`src/rtl/regfile_reader.sv`:
```
// Burst reader: streams count words from a register file, starting at base_addr,
// out through a valid/ready register slice with a last-word marker.
module regfile_reader #(
  parameter int ADDR_W = 5,
  parameter int DATA_W = 32,
  parameter int DATA_D = 32
) (
  input  logic              clk,
  input  logic              reset_,
  input  logic              start,
  input  logic              abort_,
  input  logic [ADDR_W-1:0] base_addr,
  input  logic [ADDR_W:0]   count,
  output logic [ADDR_W-1:0] rf_addr,
  output logic              rf_we_,
  input  logic [DATA_W-1:0] rf_d_out,
  output logic              m_valid,
  input  logic              m_ready,
  output logic [DATA_W-1:0] m_data,
  output logic [ADDR_W-1:0] m_addr,
  output logic              m_last,
  output logic              busy,
  output logic              done
);

  typedef enum logic [1:0] {IDLE, RUN, DRAIN} state_t;

  localparam logic [ADDR_W:0]   DEPTH     = (ADDR_W+1)'(DATA_D);
  localparam logic [ADDR_W:0]   ONE_WORD  = (ADDR_W+1)'(1);
  localparam logic [ADDR_W-1:0] LAST_ADDR = ADDR_W'(DATA_D - 1);

  state_t          state;
  logic [ADDR_W:0] remaining;
  logic [ADDR_W:0] clamped;
  logic            load;

  always_comb begin
    clamped = count;
    if (count > DEPTH) clamped = DEPTH;
  end

  // The output register refills whenever it is empty or being drained this cycle.
  assign load   = (state == RUN) && (!m_valid || m_ready);
  assign busy   = (state != IDLE);
  assign rf_we_ = 1'b1;

  always_ff @(posedge clk or negedge reset_) begin
    if (!reset_) begin
      state     <= IDLE;
      rf_addr   <= '0;
      remaining <= '0;
      m_valid   <= 1'b0;
      m_data    <= '0;
      m_addr    <= '0;
      m_last    <= 1'b0;
      done      <= 1'b0;
    end else begin
      done <= 1'b0;
      if (!abort_) begin
        state   <= IDLE;
        m_valid <= 1'b0;
        m_last  <= 1'b0;
      end else begin
        case (state)
          IDLE: begin
            if (start) begin
              if (clamped == '0) begin
                done <= 1'b1;
              end else begin
                state     <= RUN;
                rf_addr   <= base_addr;
                remaining <= clamped;
              end
            end
          end
          RUN: begin
            if (load) begin
              m_data    <= rf_d_out;
              m_addr    <= rf_addr;
              m_valid   <= 1'b1;
              m_last    <= (remaining == ONE_WORD);
              remaining <= remaining - ONE_WORD;
              rf_addr   <= (rf_addr == LAST_ADDR) ? '0 : rf_addr + ADDR_W'(1);
              if (remaining == ONE_WORD) state <= DRAIN;
            end
          end
          DRAIN: begin
            if (m_ready) begin
              m_valid <= 1'b0;
              m_last  <= 1'b0;
              done    <= 1'b1;
              state   <= IDLE;
            end
          end
          default: state <= IDLE;
        endcase
      end
    end
  end

endmodule

```
`config.mk`:
```
export PLATFORM = sky130hd
export DESIGN_NAME = regfile_reader
export DESIGN_NICKNAME = d
export VERILOG_FILES = /design/src/rtl/regfile_reader.sv
export SDC_FILE = /design/constraint.sdc
export NUM_CORES = 1
export LEC_CHECK = 0
export BUFFER_PORTS_ARGS = -buffer_cell sky130_fd_sc_hd__buf_4
export CAP_MARGIN = 0
export CORE_ASPECT_RATIO = 1.75
export CORE_MARGIN = 1
export CORE_UTILIZATION = 44
export DETAILED_ROUTE_END_ITERATION = 8
export PLACE_DENSITY = 0.83
export RECOVER_POWER = 100
export SLEW_MARGIN = 15
export SYNTH_ARGS = -nofsm -noshare
export SYNTH_HDL_FRONTEND = slang
export SYNTH_SLANG_ARGS = --single-unit
```
`constraint.sdc`:
```
create_clock -name clk -period 1.5 [get_ports clk]
set_clock_uncertainty 0.15 [all_clocks]
set_input_delay 0.075 -clock clk [delete_from_list [all_inputs] [get_ports clk]]
set_output_delay 0.075 -clock clk [all_outputs]
set_load 0.05 [all_outputs]
```
==> out/qor.json, run 1 <==
{
  "floorplan": {
    "design.core.area_mm2": 0.00530,
    "ios": 95,
    "die_y_um": 100,
    "rows": 35,
    "initial_utilization_pct": 45.9,
    "die_x_um": 58.2,
    "fp.dieArea_mm2": 0.00584
  },
  "critical_path": {
    "worstSetupEndpoint": "m_data[3]$_DFFE_PN0P_",
    "cpLargestDelayFamily": "simple AND/OR/NAND/NOR gates",
    "critPathRequiredTime_ns": 1.56,
    "cp_slowest_stage_delay_ns": 0.42,
    "critPathBufInv": 1,
    "crit_cells": 4,
    "reg2reg_to": "m_data[3]$_DFFE_PN0P_",
    "maximum_fanout_encountered_on_the_critical_timing_path": 10,
    "end_kind": "flop",
    "timing.critical_path.arrival_ns": 1.72,
    "critical_path_cell_sequence": "nor2b_2 > and3_4 > clkbuf_16 > mux2_4",
    "start_kind": "flop",
    "rrSetupSlack_ns": -0.16,
    "setup.worst_path.start": "state[1]$_DFFE_PN0P_",
    "rr_worst_depth": 4,
    "slowest_stage": "sky130_fd_sc_hd__dfrtp_1",
    "criticalPathCategory": "flop to flop",
    "regToRegStartpoint": "state[1]$_DFFE_PN0P_"
  },
  "clocking": {
    "cts_buffers": 5,
    "clock_tree.buffer_depth": 2,
    "cts_tree": "built",
    "clock_sink_count": 53,
    "worst_setup_hold_path_clk_slew_ns": 0.10,
    "cts_max_level": 2,
    "insertion_delay_ns": 0.32,
    "cts_root_buffer": "sky130_fd_sc_hd__clkbuf_8"
  },
  "flow_run": {
    "max_cap_violations": 0
  },
  "timing": {
    "worst_pin_slew_ns": 0.613,
    "grt_setup_unrepaired": "yes",
    "timing.final.crit_share_pct": 111,
    "max_slew_margin_pct": 59.1,
    "final_hold_viol_count": 0,
    "max_freq_mhz": 602,
    "fin_ws_ns": -0.161,
    "drv_slew": 0,
    "final.min_clock_period_ns": 1.66,
    "finalSetupViolCount": 50
  },
  "routing": {
    "drt_pre_antenna_iters": 4,
    "via_count": 2202,
    "ant_nets": 0,
    "wire_per_inst_um": 18.8,
    "drcViolationCount": 0,
    "mean_number_of_vias_per_cell": 5.16,
    "wirelength_mm": 8.01,
    "dr.first_iter.drc_count": 66
  },
  "power_and_ir_drop": {
    "worst_ir_drop_vdd_mv": 0.761,
    "total_leakage_power_uw": 0.00196,
    "power_density_mw_per_mm2": 1600
  },
  "logic_synthesis": {
    "synthArstFlopShare_pct": 100,
    "yosys.area.top_type": "sky130_fd_sc_hd__dfrtp_1",
    "post_synth_main_area_contributors": "sky130_fd_sc_hd__dfrtp_1 (55%), sky130_fd_sc_hd__mux2_1 (16%), sky130_fd_sc_hd__ha_1 (2.1%)",
    "syn-num-nets": 241,
    "synth_top_cell_area_share_pct": 54.6,
    "post_synth_edffs": 0,
    "yosysWarningCount": 0,
    "register_area_share_after_synthesis_pct": 54.6,
    "synth.most_common_cell": "sky130_fd_sc_hd__dfrtp_1",
    "synth.cells.most_frequent": "sky130_fd_sc_hd__dfrtp_1 (53), sky130_fd_sc_hd__mux2_1 (34), sky130_fd_sc_hd__nand2_1 (10)",
    "ff_latch_count_synth": 53,
    "syn-instance-count": 189,
    "synth_ff_type": "sky130_fd_sc_hd__dfrtp_1",
    "synth_cell_area_mm2": 0.00243,
    "avgSynthCellArea_um2": 12.9,
    "synth.lib_cells_used.distinct": 45
  },
  "global_route": {
    "grtUsageTotal_pct": 24.8,
    "grt_max_degree": 25,
    "grt_pass1_wl_mm": 10.9,
    "initial_antenna_violation_count": 0,
    "grt_pass1_vias": 2355,
    "remaining_global_route_overflow": 0
  },
  "place": {
    "globalplace.congestion": 0.833,
    "place.detailed.hpwl_mm": 4.40,
    "placedInstanceArea_mm2": 0.00343,
    "port-buffer-count": 93
  },
  "cells_and_area": {
    "stdcell_area_mm2": 0.00411,
    "n_antenna_cell": 0,
    "finalCoreUtilization_pct": 77.5,
    "area_growth_syn_to_layout_pct": 69.1,
    "drive_above_1_share_pct": 54.4,
    "nFillCells": 340,
    "design.final.nets": 404
  },
  "outcome": {
    "failed_checks": "negative setup slack",
    "run_status": "finished, violations left"
  },
  "min_path": {
    "min_path_type": "primary input to flop"
  }
}
==> registers in the layout (all words and copies together), names as in the netlist <==
signal,cells
m_addr,5
m_last,1
rf_addr,5
m_valid,1
state,2
done,1
m_data,32
remaining,6
==> cells by family (layout without fill, tap and decap cells) <==
kind of cell    after synthesis  after routing  share of synthesized area [%]
fa+ha+maj                     4              4                           2.06
simple gates                 43             43                           10.0
compound gates               29             29                           9.17
other cells                   1              1                          0.154
flops                        53             53                           54.6
buf+inv                      17            181                           4.12
mux                          42             42                           19.9
==> stage by stage <==
step,power (uW),std cells,hold WS [ns],setup WS [ns],setup TNS [ns]
finish,6560,427,0.0539,-0.161,-6.24
global route,6820,427,0.0682,-0.190,-7.62
CTS,6380,424,0.0326,-0.135,-5.36
detailed placement,5390,372,-0.150,-0.166,-6.36
global placement,5290,372,-0.152,-0.0987,-4.05
floorplan,4230,189,-0.371,-0.212,-7.65
==> worst reg2reg max path, stage by stage, from the launching register on <==
cell	delay, ns
sky130_fd_sc_hd__dfrtp_1	0.42
sky130_fd_sc_hd__nor2b_2	0.14
sky130_fd_sc_hd__and3_4	0.31
sky130_fd_sc_hd__clkbuf_16	0.21
sky130_fd_sc_hd__mux2_4	0.32
==> area by class of cell <==
class,instances,area (um^2),share of cell area (%)
repair buffers,166,1340,32.6
well taps,74,92.6,2.25
flip-flops and latches,53,1330,32.4
inverters,7,26.3,0.640
clock inverters,3,26.3,0.640
multi-input cells,119,1220,29.7
clock buffers,5,68.8,1.68
==> power breakdown <==
group,switching [uW],leakage [uW],internal [uW]
Sequential,331,0.000635,1880
Combinational,2200,0.00128,1290
Clock,524,0.0000423,341
Total,3050,0.00196,3510
==> layer usage <==
metal / vias to the layer above / track usage [%] / wire [um]
met5: - / 0 / 0
met4: 0 / 12.1 / 240
met2: 94 / 47.8 / 4580
met1: 1091 / 24.2 / 2780
met3: 20 / 4.25 / 414
li1: 997 / - / -
==> worst min path at each step <==
stage	from	end	slack (ns)	depth (start not counted)
global placement	reset_	m_data[6]$_DFFE_PN0P_	-0.15	1
global route	count[5]	remaining[4]$_DFFE_PN0P_	0.07	4
floorplan	reset_	done$_DFF_PN0_	-0.37	0
CTS	count[5]	remaining[4]$_DFFE_PN0P_	0.03	4
detailed placement	reset_	m_data[6]$_DFFE_PN0P_	-0.15	1
finish	count[5]	remaining[4]$_DFFE_PN0P_	0.05	4
==> cell usage in the layout (no fill, tap or decap), types with 2 or more instances in the layout <==
| cell type | count |
|---|---|
| sky130_fd_sc_hd__nor4_2 | 2 |
| sky130_fd_sc_hd__nand3_1 | 2 |
| sky130_fd_sc_hd__buf_12 | 2 |
| sky130_fd_sc_hd__ha_4 | 2 |
| sky130_fd_sc_hd__dfrtp_2 | 5 |
| sky130_fd_sc_hd__ha_1 | 2 |
| sky130_fd_sc_hd__a2bb2oi_2 | 2 |
| sky130_fd_sc_hd__nor3b_1 | 5 |
| sky130_fd_sc_hd__nor2_1 | 5 |
| sky130_fd_sc_hd__a21oi_1 | 7 |
| sky130_fd_sc_hd__and3_4 | 2 |
| sky130_fd_sc_hd__mux2_4 | 39 |
| sky130_fd_sc_hd__inv_1 | 7 |
| sky130_fd_sc_hd__o2bb2ai_1 | 3 |
| sky130_fd_sc_hd__nand2b_1 | 4 |
| sky130_fd_sc_hd__clkbuf_8 | 5 |
| sky130_fd_sc_hd__clkinvlp_4 | 2 |
| sky130_fd_sc_hd__dlygate4sd3_1 | 44 |
| sky130_fd_sc_hd__buf_6 | 5 |
| sky130_fd_sc_hd__dfrtp_1 | 48 |
| sky130_fd_sc_hd__clkbuf_16 | 2 |
| sky130_fd_sc_hd__nand2b_4 | 2 |
| sky130_fd_sc_hd__o22ai_1 | 4 |
| sky130_fd_sc_hd__nand2_1 | 10 |
| sky130_fd_sc_hd__clkbuf_2 | 41 |
| sky130_fd_sc_hd__nor3_1 | 3 |
| sky130_fd_sc_hd__buf_4 | 70 |
==> what timing repair did <==
item	CTS	global route
setup buffers	0	1
setup endpoints to repair	49	49
endpoints found under the hold margin	98	0
hold buffers	44	0
gates resized for setup	12	40
gates cloned	0	2
pin swaps	2	3
Power figures use the tool's default switching activity.
==> inputs of run 2 (changes only) <==
==> constraint.sdc (replaced) <==
create_clock -name clk -period 1.5 [get_ports clk]
set_clock_uncertainty 0.15 [all_clocks]
set_input_delay 0.15 -clock clk [delete_from_list [all_inputs] [get_ports clk]]
set_output_delay 0.15 -clock clk [all_outputs]
set_load 0.05 [all_outputs]
==> run 2 against run 1 <==
  * The flow still finishes with violations (negative setup slack)
  * Die area is the same
  * Power shrank 4.4%
  * Flip-flop and latch count is the same
  * Sequential share of layout area grew 1.7 points
  * Critical path depth is the same
  * Cell area shrank 5.2%
  * Maximum frequency grew 0.26%
  * Worst setup slack gained 0.0043 ns
  * Final cell count shrank 2.1%
  * Critical path type unchanged
==> out/qor.json, run 2 (same netlist as run 1, synthesis figures left out) <==
{
  "timing": {
    "fin_ws": {"value": -0.156, "unit": "ns", "change": "was -0.161 ns"},
    "finalSetupViolCount": {"value": 49, "change": "was 50"},
    "worst_pin_slew": {"value": 0.612, "unit": "ns", "change": "was 0.613 ns"},
    "timing.final.crit_share": {"value": 110, "unit": "%", "change": "was 111%"},
    "max_slew_margin": {"value": 59.2, "unit": "%", "change": "was 59.1%"},
    "max_freq": {"value": 604, "unit": "MHz", "change": "was 602 MHz"},
    "grt_setup_unrepaired": {"value": "yes", "change": "unchanged"},
    "final_hold_viol_count": {"value": 0, "change": "unchanged"},
    "final_sum_of_negative_setup_slack": {"value": -5.89, "unit": "ns", "change": "was -6.24 ns"},
    "fin_worst_hold_slack": {"value": 0.00802, "unit": "ns", "change": "was 0.0539 ns"},
    "final.min_clock_period": {"value": 1.66, "unit": "ns", "change": "about the same"},
    "drv_slew": {"value": 0, "change": "unchanged"}
  },
  "cells_and_area": {
    "stdcell_area": {"value": 0.00389, "unit": "mm^2", "change": "was 0.00411 mm^2"},
    "area_growth_syn_to_layout": {"value": 60.3, "unit": "%", "change": "was 69.1%"},
    "largest_register_ffs": {"value": 32, "change": "unchanged"},
    "design.final.nets": {"value": 395, "change": "was 404"},
    "final_cell_mix": {"value": "sky130_fd_sc_hd__buf_4 (64), sky130_fd_sc_hd__dfrtp_1 (49), sky130_fd_sc_hd__clkbuf_2 (46)", "change": "was sky130_fd_sc_hd__buf_4 (70), sky130_fd_sc_hd__dfrtp_1 (48), sky130_fd_sc_hd__dlygate4sd3_1 (44)"},
    "registers.top_by_ff_count": {"value": "m_data", "change": "unchanged"},
    "most_common_library_cell_in_the_layout_ignoring_fill_and_taps": {"value": "sky130_fd_sc_hd__buf_4", "change": "unchanged"},
    "largest_registers": {"value": "m_data (32), remaining (6)", "change": "unchanged"},
    "n_antenna_cell": {"value": 0, "change": "unchanged"},
    "drive_above_1_share": {"value": 46.2, "unit": "%", "change": "was 54.4%"}
  },
  "floorplan": {
    "design.core.area": {"value": 0.00530, "unit": "mm^2", "change": "unchanged"},
    "die_x": {"value": 58.2, "unit": "um", "change": "unchanged"},
    "fp.dieArea": {"value": 0.00584, "unit": "mm^2", "change": "unchanged"},
    "die_y": {"value": 100, "unit": "um", "change": "unchanged"},
    "ios": {"value": 95, "change": "unchanged"},
    "rows": {"value": 35, "change": "unchanged"},
    "initial_utilization": {"value": 45.9, "unit": "%", "change": "unchanged"}
  },
  "routing": {
    "drcViolationCount": {"value": 0, "change": "unchanged"},
    "mean_number_of_vias_per_cell": {"value": 5.03, "change": "was 5.16"},
    "wire_per_inst": {"value": 15.9, "unit": "um", "change": "was 18.8 um"},
    "wirelength": {"value": 6.63, "unit": "mm", "change": "was 8.01 mm"},
    "via_count": {"value": 2101, "change": "was 2202"},
    "ant_nets": {"value": 0, "change": "unchanged"},
    "drt_pre_antenna_iters": {"value": 6, "change": "was 4"},
    "dr.first_iter.drc_count": {"value": 71, "change": "was 66"}
  },
  "critical_path": {
    "criticalPathCategory": {"value": "flop to flop", "change": "unchanged"},
    "reg2reg_to": {"value": "m_addr[0]$_DFFE_PN0P_", "change": "was m_data[3]$_DFFE_PN0P_"},
    "regToRegStartpoint": {"value": "state[0]$_DFFE_PN0P_", "change": "was state[1]$_DFFE_PN0P_"},
    "timing.critical_path.arrival": {"value": 1.70, "unit": "ns", "change": "was 1.72 ns"},
    "maximum_fanout_encountered_on_the_critical_timing_path": {"value": 19, "change": "was 10"},
    "rr_worst_depth": {"value": 4, "change": "unchanged"},
    "setup.worst_path.start": {"value": "state[0]$_DFFE_PN0P_", "change": "was state[1]$_DFFE_PN0P_"},
    "worstSetupEndpoint": {"value": "m_addr[0]$_DFFE_PN0P_", "change": "was m_data[3]$_DFFE_PN0P_"},
    "start_kind": {"value": "flop", "change": "unchanged"},
    "rrSetupSlack": {"value": -0.16, "unit": "ns", "change": "about the same"},
    "critPathRequiredTime": {"value": 1.54, "unit": "ns", "change": "was 1.56 ns"},
    "end_kind": {"value": "flop", "change": "unchanged"}
  },
  "global_route": {
    "remaining_global_route_overflow": {"value": 0, "change": "unchanged"},
    "grtUsageTotal": {"value": 23.2, "unit": "%", "change": "was 24.8%"},
    "initial_antenna_violation_count": {"value": 0, "change": "unchanged"},
    "grt_pass1_wl": {"value": 10.4, "unit": "mm", "change": "was 10.9 mm"},
    "grt_max_degree": {"value": 26, "change": "was 25"},
    "grt_pass1_vias": {"value": 2221, "change": "was 2355"}
  },
  "outcome": {
    "failed_checks": {"value": "negative setup slack", "change": "unchanged"},
    "run_status": {"value": "finished, violations left", "change": "unchanged"}
  },
  "power_and_ir_drop": {
    "worst_ir_drop_vdd": {"value": 0.700, "unit": "mV", "change": "was 0.761 mV"},
    "total_leakage_power": {"value": 0.00184, "unit": "uW", "change": "was 0.00196 uW"},
    "power_density": {"value": 1610, "unit": "mW/mm^2", "change": "was 1600 mW/mm^2"}
  },
  "clocking": {
    "cts_buffers": {"value": 5, "change": "unchanged"},
    "clock_sink_count": {"value": 53, "change": "unchanged"},
    "cts_max_level": {"value": 2, "change": "unchanged"},
    "worst_setup_hold_path_clk_slew": {"value": 0.09, "unit": "ns", "change": "was 0.10 ns"},
    "cts_root_buffer": {"value": "sky130_fd_sc_hd__clkbuf_8", "change": "unchanged"},
    "cts_tree": {"value": "built", "change": "unchanged"},
    "clock_tree.buffer_depth": {"value": 2, "change": "unchanged"},
    "insertion_delay": {"value": 0.31, "unit": "ns", "change": "was 0.32 ns"}
  },
  "flow_run": {
    "max_cap_violations": {"value": 0, "change": "unchanged"}
  },
  "place": {
    "placedInstanceArea": {"value": 0.00341, "unit": "mm^2", "change": "was 0.00343 mm^2"},
    "place.detailed.hpwl": {"value": 4.28, "unit": "mm", "change": "was 4.40 mm"},
    "port-buffer-count": {"value": 93, "change": "unchanged"},
    "globalplace.congestion": {"value": 0.759, "change": "was 0.833"}
  },
  "min_path": {
    "min_path_type": {"value": "primary input to flop", "change": "unchanged"}
  }
}
[run 2: worst min path at each step]
stage / endpoint / start / depth (start not counted) / slack (ns)
3_5_place_dp: m_data[12]$_DFFE_PN0P_ / reset_ / 1 / -0.08
4_1_cts: rf_addr[2]$_DFFE_PN0P_ / base_addr[2] / 3 / 0.002
5_1_grt: rf_addr[2]$_DFFE_PN0P_ / base_addr[2] / 3 / 0.02
2_1_floorplan: done$_DFF_PN0_ / reset_ / 0 / -0.30
6_report: done$_DFF_PN0_ / m_ready / 3 / 0.008
3_3_place_gp: m_data[12]$_DFFE_PN0P_ / reset_ / 1 / -0.08
[run 2: stage by stage]
stage	std cells	util [%]	setup slack, ns	total power, uW
floorplan	189	-	-0.212	4230
finish	418	73.5	-0.156	6270
global route	418	73.5	-0.198	6570
CTS	415	73.9	-0.143	6420
global placement	372	64.4	-0.104	5290
detailed placement	372	64.4	-0.167	5360
[run 2: metal layers]
layer	part of all wire, %	vias to the layer above	global-route usage, %
met5	0	-	0
met4	1.4	0	7.69
met3	3.8	11	2.71
met2	57	60	43.8
met1	38	1045	26.1
li1	-	985	-
[run 2: power breakdown]
part           internal (uW)  switching [uW]
logic                   1000            2130
clock network            501             466
registers               1880             299
total                   3380            2890
[run 2: final cells by class]
cell class | instances | area [um^2]
Tap cell | 74 | 92.6
Sequential cell | 53 | 1330
Clock inverter | 2 | 38.8
Fill cell | 383 | 1400
Multi-Input combinational cell | 119 | 1110
Clock buffer | 6 | 72.6
Timing Repair Buffer | 157 | 1220
Inverter | 7 | 26.3
[run 2: worst max-delay path: stages, from the launching register on]
cell and delay (ns):
sky130_fd_sc_hd__dfrtp_1 0.39, sky130_fd_sc_hd__nor2b_2 0.17, sky130_fd_sc_hd__and3_4 0.29, sky130_fd_sc_hd__buf_12 0.18
sky130_fd_sc_hd__mux2_1 0.35
[run 2: what timing repair did]
action / 4_1_cts / 5_1_grt
setup buffers: 0 / 1
hold endpoints to repair: 90 / 0
resized for setup: 9 / 10
endpoints found under the setup margin: 49 / 49
hold buffers: 35 / 0
gates cloned: 0 / 2
pin swaps: 2 / 4
